## src/rtl/note_scroll_controller.sv

```systemverilog
// Note scroll controller.
// Holds NUM_SLOTS falling note objects. On each frame tick it scans the slots
// one per cycle, moves every active note down by 'speed' pixels and retires
// any note that reaches SCREEN_H, reporting it as a miss. Notes are spawned
// into the lowest free slot while idle and can be struck (cleared) at any time.
module note_scroll_controller #(
    parameter int NUM_SLOTS = 8,
    parameter int SCREEN_H  = 480
) (
    input  logic                         clock,
    input  logic                         resetn,
    input  logic                         frame_tick,
    input  logic [3:0]                   speed,
    input  logic                         spawn_valid,
    input  logic [9:0]                   spawn_x,
    output logic                         spawn_ready,
    input  logic                         hit_valid,
    input  logic [$clog2(NUM_SLOTS)-1:0] hit_slot,
    output logic [NUM_SLOTS-1:0]         slot_active,
    output logic [10*NUM_SLOTS-1:0]      slot_x,
    output logic [10*NUM_SLOTS-1:0]      slot_y,
    output logic                         busy,
    output logic                         miss_pulse,
    output logic [7:0]                   miss_count
);

    localparam int                IDX_W    = $clog2(NUM_SLOTS);
    localparam logic [IDX_W-1:0]  LAST_IDX = IDX_W'(NUM_SLOTS - 1);
    localparam logic [10:0]       RETIRE_Y = 11'(SCREEN_H);

    typedef enum logic {
        IDLE,
        SCAN
    } state_t;

    state_t            state;
    state_t            next_state;
    logic [IDX_W-1:0]  scan_idx;
    logic [IDX_W-1:0]  next_idx;
    logic              pending;
    logic              next_pending;

    logic [NUM_SLOTS-1:0] active;
    logic [9:0]           x_mem [NUM_SLOTS];
    logic [9:0]           y_mem [NUM_SLOTS];
    logic [7:0]           miss_cnt;

    // Scan datapath for the slot addressed this cycle.
    logic [9:0]        scan_y;
    logic [10:0]       scan_sum;
    logic              scan_hit;
    logic              scan_live;
    logic              scan_retire;
    logic              scan_advance;

    // Spawn allocation.
    logic [IDX_W-1:0]  free_idx;
    logic              any_free;
    logic              spawn_fire;

    assign scan_y       = y_mem[scan_idx];
    assign scan_sum     = {1'b0, scan_y} + {7'd0, speed};
    // A strike on the slot being scanned wins: the note is cleared, not missed.
    assign scan_hit     = hit_valid && (hit_slot == scan_idx);
    assign scan_live    = (state == SCAN) && active[scan_idx] && !scan_hit;
    assign scan_retire  = scan_live && (scan_sum >= RETIRE_Y);
    assign scan_advance = scan_live && !scan_retire;

    assign any_free     = ~&active;
    assign spawn_ready  = (state == IDLE) && any_free;
    assign spawn_fire   = spawn_valid && spawn_ready;

    assign busy         = (state == SCAN);
    assign miss_pulse   = scan_retire;

    // State register, scan index and pending-tick flag.
    // NOTE: sequential state uses non-blocking (<=) so every flop samples pre-edge values.
    always_ff @(posedge clock or negedge resetn) begin
        if (!resetn) begin
            state    <= IDLE;
            scan_idx <= '0;
            pending  <= 1'b0;
        end else begin
            state    <= next_state;
            scan_idx <= next_idx;
            pending  <= next_pending;
        end
    end

    // Next-state logic: idle until a tick, then one slot per cycle; a tick seen
    // mid-scan chains a fresh scan straight after the last slot.
    always_comb begin
        // NOTE: defaults first so every path assigns every output and no latch is inferred.
        next_state   = state;
        next_idx     = scan_idx;
        next_pending = pending;
        case (state)
            IDLE: begin
                if (frame_tick) begin
                    next_state = SCAN;
                    next_idx   = '0;
                end
            end
            SCAN: begin
                if (scan_idx == LAST_IDX) begin
                    next_idx = '0;
                    if (pending || frame_tick) begin
                        next_pending = 1'b0;
                    end else begin
                        next_state = IDLE;
                    end
                end else begin
                    next_idx = scan_idx + IDX_W'(1);
                    if (frame_tick) begin
                        next_pending = 1'b1;
                    end
                end
            end
            default: begin
                next_state = IDLE;
                next_idx   = '0;
            end
        endcase
    end

    // Lowest-index inactive slot, used as the spawn target.
    always_comb begin
        free_idx = '0;
        for (int i = NUM_SLOTS - 1; i >= 0; i--) begin
            if (!active[i]) begin
                free_idx = IDX_W'(i);
            end
        end
    end

    // Slot storage: scan moves/retires, hits clear, spawns load.
    // Spawn only targets an inactive slot, so a hit never competes with it.
    always_ff @(posedge clock or negedge resetn) begin
        if (!resetn) begin
            active <= '0;
            // NOTE: the slot arrays are small flop banks wired straight to outputs,
            // so they are reset here rather than left uninitialised like a RAM.
            for (int i = 0; i < NUM_SLOTS; i++) begin
                x_mem[i] <= '0;
                y_mem[i] <= '0;
            end
        end else begin
            if (scan_retire) begin
                active[scan_idx] <= 1'b0;
            end
            if (scan_advance) begin
                y_mem[scan_idx] <= scan_sum[9:0];
            end
            if (hit_valid) begin
                active[hit_slot] <= 1'b0;
            end
            if (spawn_fire) begin
                active[free_idx] <= 1'b1;
                x_mem[free_idx]  <= spawn_x;
                y_mem[free_idx]  <= '0;
            end
        end
    end

    // Saturating miss counter.
    always_ff @(posedge clock or negedge resetn) begin
        if (!resetn) begin
            miss_cnt <= '0;
        end else if (miss_pulse && (miss_cnt != 8'hFF)) begin
            miss_cnt <= miss_cnt + 8'd1;
        end
    end

    // Pack slot storage onto the renderer-facing buses.
    for (genvar g = 0; g < NUM_SLOTS; g++) begin : g_pack
        assign slot_x[10*g +: 10] = x_mem[g];
        assign slot_y[10*g +: 10] = y_mem[g];
    end

    assign slot_active = active;
    assign miss_count  = miss_cnt;

endmodule

```

## config.mk

```make
export PLATFORM = sky130hd
export DESIGN_NAME = note_scroll_controller
export DESIGN_NICKNAME = d
export VERILOG_FILES = /design/src/rtl/note_scroll_controller.sv
export SDC_FILE = /design/constraint.sdc
export NUM_CORES = 1
export LEC_CHECK = 0
export ABC_AREA = 1
export CORE_MARGIN = 1
export CORE_UTILIZATION = 56
export DETAILED_ROUTE_END_ITERATION = 8
export PLACE_DENSITY = 0.87
export SLEW_MARGIN = 20
export SYNTH_ARGS = -nofsm -noshare
export SYNTH_HDL_FRONTEND = slang
export SYNTH_SLANG_ARGS = --single-unit
```

## constraint.sdc

```tcl
create_clock -name clock -period 5.9 [get_ports clock]
set_input_delay 1.18 -clock clock [delete_from_list [all_inputs] [get_ports clock]]
set_output_delay 1.18 -clock clock [all_outputs]
set_load 0.02 [all_outputs]
```

==> impl_metrics.json, run 1 <==
{
  "status": "finished, final reports clean",
  "fmax_ghz": 0.175,
  "dpl.hpwl_um": 20700,
  "drcViolationCount": 0,
  "die_h_um": 133,
  "crit_fanout": 12,
  "cts_resized": 1,
  "io_buffers": 200,
  "rows": 47,
  "grt_overflow": 0,
  "critPathRequiredTime_ns": 4.72,
  "cts_tree": "yes",
  "skew_ns": 0.00918,
  "grt_first_pass_wirelength_um": 45200,
  "grt_pass1_vias": 8386,
  "slew_viol_final": 0,
  "first_pass_iters": 6,
  "drv_cap": 0,
  "viasPerCell": 5.49,
  "cts_hold_buffers": 0,
  "fp.dieW_um": 133,
  "grt_max_degree": 81,
  "period_minus_slack_ns": 5.73,
  "cts.sinks": 181,
  "finalWeightedCongestion": 0.925,
  "max_slew_margin_pct": 29.3,
  "intPower_w": 0.00329,
  "synth_nets": 1250,
  "antenna_found_initial": 0,
  "grt_usage_pct": 33.5,
  "ant_nets": 0,
  "synthCells": 1220,
  "n_antenna_cell": 0,
  "initial_core_util_pct": 57.5,
  "io_pins": 201,
  "clockPowerShare_pct": 17.8,
  "ys_types": 47,
  "critPathLaunchType": "flop",
  "synth-edff-count": 0,
  "synth_most_common_cell": "nand2_1",
  "areaGrowthSynthToFinish_pct": 27.0,
  "drive_above_1_share_pct": 7.00,
  "pwr-share-comb_pct": 52.4,
  "post-cts-setup-buffers": 0,
  "drtIter0Drc": 876,
  "hold_viol_final": 0,
  "worstPathArrival_ns": 4.55,
  "fin_nets": 1432,
  "p_sw_w": 0.00299,
  "critPathKind": "reg -> out",
  "die_area_mm2": 0.0176,
  "power_per_cell_area_mw_per_mm2": 519,
  "ys_async_sr_fraction_pct": 100,
  "clock_latency_ns": 0.44,
  "ir_drop_mv": 0.299,
  "setup_viol": 0,
  "switching_share_pct": 47.6,
  "cts.clk_slew.worst_paths_ns": 0.07,
  "vias": 8978,
  "synth.area.top_cells": "dfrtp_1 47%, nand2_1 15%, inv_1 6.3%",
  "yosysTopAreaCellShare_pct": 47.5,
  "cts_max_path_buffers": 2,
  "fp.coreArea_mm2": 0.0166,
  "wirelength_um": 28900,
  "ys_seq_area_share_pct": 47.5,
  "power.leakage_nw": 6.40,
  "synth_commonest_cells": "385 x nand2_1, 181 x dfrtp_1, 161 x inv_1, 127 x nor2_1, 116 x o21ai_0",
  "fin_util_pct": 73.0,
  "final.period_utilization_pct": 97.1,
  "ys_seq_elements": 181,
  "crit_path_end_kind": "primary output",
  "min_path_type": "reg -> reg",
  "syn_area_mm2": 0.00954,
  "seqPwrFrac_pct": 29.9,
  "timing.hold.ws_ns": 0.483,
  "wl_per_cell_um": 17.7,
  "cts_max_level": 4,
  "ys.flop_type": "dfrtp_1",
  "yosysTopAreaCell": "dfrtp_1",
  "synth.avg_cell_area_um2": 7.82,
  "cts_root_buffer": "clkbuf_16",
  "synth_warnings": 0,
  "cts-buffers-inserted": 17,
  "worst_pin_slew_ns": 1.06
}
sequential cells by signal, indices dropped and copies added, names as in the netlist:
signal / cells
busy: 1
slot_active: 8
pending: 1
slot_x: 80
slot_y: 80
scan_idx: 3
miss_count: 8
power by group through the flow:
stage | registers (W) | logic, W | clock network (W)
2_1_floorplan | 0.00216 | 0.00173 | 0
3_3_place_gp | 0.00188 | 0.00314 | 0
3_5_place_dp | 0.00188 | 0.00320 | 0
4_1_cts | 0.00187 | 0.00323 | 0.00112
5_1_grt | 0.00190 | 0.00359 | 0.00118
6_report | 0.00188 | 0.00329 | 0.00112
worst max-delay path, stage by stage, from the launching register on:
cell,delay (ns)
dfrtp_2,0.55
clkinvlp_4,0.32
nand3_1,0.19
inv_2,0.11
a221oi_1,0.44
o2111ai_1,0.22
ha_1,0.25
nand3_1,0.08
nand2_1,0.09
a21o_1,0.21
nand3_1,0.18
inv_1,0.07
nand2_2,0.09
nand2_1,0.07
inv_2,0.21
nand3_4,0.12
a21boi_4,0.26
clkdlybuf4s50_1,0.65
cell families after synthesis:
| logic type | after synthesis | share of synthesized area (%) |
|---|---|---|
| fa+ha+maj | 8 | 1.13 |
| compound gates | 184 | 11.0 |
| mux | 7 | 0.774 |
| flops | 181 | 47.5 |
| buf+inv | 222 | 11.1 |
| xor+xnor | 9 | 0.826 |
| simple gates | 609 | 27.7 |
path summary, 6_finish.rpt:
kind	startpoint	slack, ns	cells after the start	endpoint
worst min-delay path	slot_x[58]	0.48	2	slot_x[58]
worst min register to register	slot_x[58]	0.48	2	slot_x[58]
worst max register to register	scan_idx[0]	1.15	19	slot_y[28]
max in group asynchronous	resetn	3.96	2	slot_x[65]
min in group asynchronous	resetn	0.79	1	miss_count[6]
worst max-delay path	scan_idx[2]	0.17	17	miss_pulse
final cells by class:
cell class / count / area, µm²
flip-flops and latches: 181 / 4530
clock buffers: 17 / 425
clock inverters: 15 / 161
repair buffers: 214 / 2110
well taps: 220 / 275
inverters: 171 / 646
fillers: 1255 / 4470
multi-input cells: 817 / 3960
cells in the final DEF, fill, tap and decap left out, types with 7 or more instances in the layout:
master	instances
nand2_1	385
ha_1	7
o22ai_1	12
xnor2_1	7
a21oi_1	22
o21ai_1	15
clkbuf_16	17
inv_1	160
buf_4	13
clkdlybuf4s50_1	199
nand3_1	37
nand2_2	7
dfrtp_1	180
inv_2	9
nor2_1	127
nand4_1	29
o21ai_0	115
through the flow:
stage / TNS, ns / instances / area (µm²) / power [W] / setup WS [ns]
finish: 0 / 1635 / 12100 / 0.00629 / 0.170
global route: -0.00435 / 1635 / 12100 / 0.00667 / -0.00435
CTS: 0 / 1635 / 12100 / 0.00622 / 0.0623
detailed placement: 0 / 1603 / 11500 / 0.00508 / 0.367
global placement: 0 / 1603 / 11500 / 0.00502 / 0.430
floorplan: 0 / 1220 / 9540 / 0.00389 / 1.51
routing by layer:
layer	part of all wire, %	track usage [%]
met2	48	54.2
met1	39	42.6
met4	2.4	11.2
met3	11	10.7
met5	0	1.39
Power figures use the tool's default switching activity.
==> run 2, diff against run 1 <==
clock period = 7.1 ns   (was 5.9 ns; I/O delays follow)
==> run 2 against run 1 <==
Compared with the run above:
- core utilization shrank 0.34 points
- power shrank 17%
- clock-buffer cell count is the same
- die area is the same
- final area shrank 0.46%
- critical path depth shrank 1
- clock skew grew 0.0017 ns
- global-route usage is essentially flat
- largest power group unchanged
- first-iteration DRC count grew 4.6%
- critical path type unchanged
- wire length grew 0.17%
- via count shrank 1.1%
==> impl_metrics.json, run 2 (synthesized netlist as in run 1, its figures left out) <==
{
  "power.leakage_nw": 6.37,
  "hold_viol_final": 0,
  "fin_nets": 1425,
  "drive_above_1_share_pct": 6.39,
  "final.period_utilization_pct": 94.5,
  "crit_fanout": 33,
  "dpl.hpwl_um": 20500,
  "wirelength_um": 28900,
  "wl_per_cell_um": 17.8,
  "worst_pin_slew_ns": 1.10,
  "cpMaxStageDelayCell": "clkdlybuf4s50_1",
  "first_pass_iters": 8,
  "n_antenna_cell": 0,
  "clock_latency_ns": 0.44,
  "cts.clk_slew.worst_paths_ns": 0.07,
  "antenna_found_initial": 0,
  "critPathLaunchType": "flop",
  "status": "finished, final reports clean",
  "crit_chain": "inv_2, nand3_1, inv_1, a22oi_1, o2111ai_1, ha_1, inv_1, fa_1, o21ai_0, nand2_1, nor2_1, nand3_1, nand3_2, nand2_4, a21boi_4, clkdlybuf4s50_1",
  "rsz0062_at_grt": "no",
  "layout.cells.non_filler": 1628,
  "min_path_type": "reg -> reg",
  "skew_ns": 0.0109,
  "drv_cap": 0,
  "cts_max_level": 4,
  "cts-buffers-inserted": 17,
  "cpLargestDelayFamily": "buffers and inverters",
  "place_inst": 1596,
  "multi_input_area_mm2": 0.00396,
  "power_per_cell_area_mw_per_mm2": 431,
  "cts_max_path_buffers": 2,
  "grt_pass1_vias": 8419,
  "period_minus_slack_ns": 6.71,
  "route.met3.wl_um": 2780,
  "drcViolationCount": 0,
  "cts_root_buffer": "clkbuf_16",
  "slew_viol_final": 0,
  "drtIter0Drc": 916,
  "cts.sinks": 181,
  "cts_tree": "yes",
  "ir_drop_mv": 0.297,
  "areaGrowthSynthToFinish_pct": 26.4,
  "initial_core_util_pct": 57.5,
  "grt_max_degree": 67,
  "critPathMaxStageDelay_ns": 0.66,
  "critPathKind": "reg -> out",
  "die_h_um": 133,
  "grt_usage_pct": 33.5,
  "top_layer": "met4",
  "mostFrequentLayoutCells": "384 x nand2_1, 199 x clkdlybuf4s50_1, 181 x dfrtp_1",
  "vias": 8879,
  "crit_path_end_kind": "primary output",
  "setup_viol": 0,
  "rows": 47,
  "cp.buffers_inverters": 4,
  "wl_met2_um": 13800,
  "io_pins": 201,
  "worstPathArrival_ns": 5.29,
  "drt-met1-wl_um": 11600,
  "io_buffers": 200,
  "grt_first_pass_wirelength_um": 45300,
  "grt_overflow": 0,
  "critPathRequiredTime_ns": 5.68,
  "finalWeightedCongestion": 0.920,
  "viasPerCell": 5.45,
  "fill_cells": 1284,
  "r2r_slack_ns": 1.65,
  "cts_hold_buffers": 0,
  "fp.dieW_um": 133,
  "register_area_mm2": 0.00453,
  "ant_nets": 0,
  "die_area_mm2": 0.0176,
  "fin_setup_tns_ns": 0,
  "fmax_ghz": 0.149,
  "post-cts-setup-buffers": 0,
  "cts_resized": 0,
  "fp.coreArea_mm2": 0.0166,
  "max_slew_margin_pct": 26.3,
  "final_common_cell": "nand2_1"
}
[run 2: cell count changes in the layout (fill, tap and decap cells not counted), sizes merged]
cell	change
bufinv	+1
buf	-7
clkinv	-1
[run 2: final timing paths]
check	to	cells past startpoint	startpoint
max in group asynchronous	slot_x[51]	2	resetn
setup reg to reg	slot_y[22]	19	scan_idx[1]
hold / removal	slot_x[20]	2	slot_x[20]
hold reg to reg	slot_x[20]	2	slot_x[20]
min in group asynchronous	miss_count[6]	1	resetn
setup / recovery	miss_pulse	16	scan_idx[1]
[run 2: worst register-to-register path: stages, from the launching register on]
cell,delay (ns)
dfrtp_1,0.63
inv_2,0.39
nand3_1,0.42
inv_1,0.30
a22oi_1,0.10
o2111ai_1,0.10
ha_1,0.19
inv_1,0.05
fa_1,0.39
o21ai_0,0.51
nand3_1,0.23
o21ai_4,0.32
nand2_2,0.11
nand3_4,0.10
buf_4,0.38
nand3_1,0.67
nand2_1,0.25
nand2_1,0.07
o21ai_1,0.08
inv_1,0.05
[run 2: layer usage]
metal	vias up	GRT usage, %
met5	-	0
met4	0	11.2
met3	55	8.66
met2	453	54.9
met1	4198	43.3
li1	4173	-
[run 2: stage by stage]
stage / hold slack, ns / total power (W) / cell area (µm²) / util (%) / setup slack (ns)
2_1_floorplan: 0.506 / 0.00323 / 9540 / - / 2.40
3_3_place_gp: 0.465 / 0.00414 / 11500 / 69.1 / 0.967
3_5_place_dp: 0.472 / 0.00420 / 11500 / 69.1 / 0.932
4_1_cts: 0.490 / 0.00517 / 12000 / 72.6 / 0.433
5_1_grt: 0.507 / 0.00551 / 12100 / 72.7 / 0.0417
6_report: 0.490 / 0.00520 / 12100 / 72.7 / 0.387
[run 2: layout make-up]
class | instances | share of cell area (%)
Clock inverter | 15 | 1.39
Inverter | 171 | 5.32
Clock buffer | 17 | 3.53
Sequential cell | 181 | 37.6
Tap cell | 220 | 2.28
Timing Repair Buffer | 207 | 17.1
Multi-Input combinational cell | 817 | 32.8
[run 2: power breakdown]
group | switching (W) | internal (W) | total [W]
combinational | 0.00172 | 0.000947 | 0.00267
clock | 0.000453 | 0.000500 | 0.000952
sequential | 0.000278 | 0.00130 | 0.00158
total | 0.00245 | 0.00274 | 0.00520
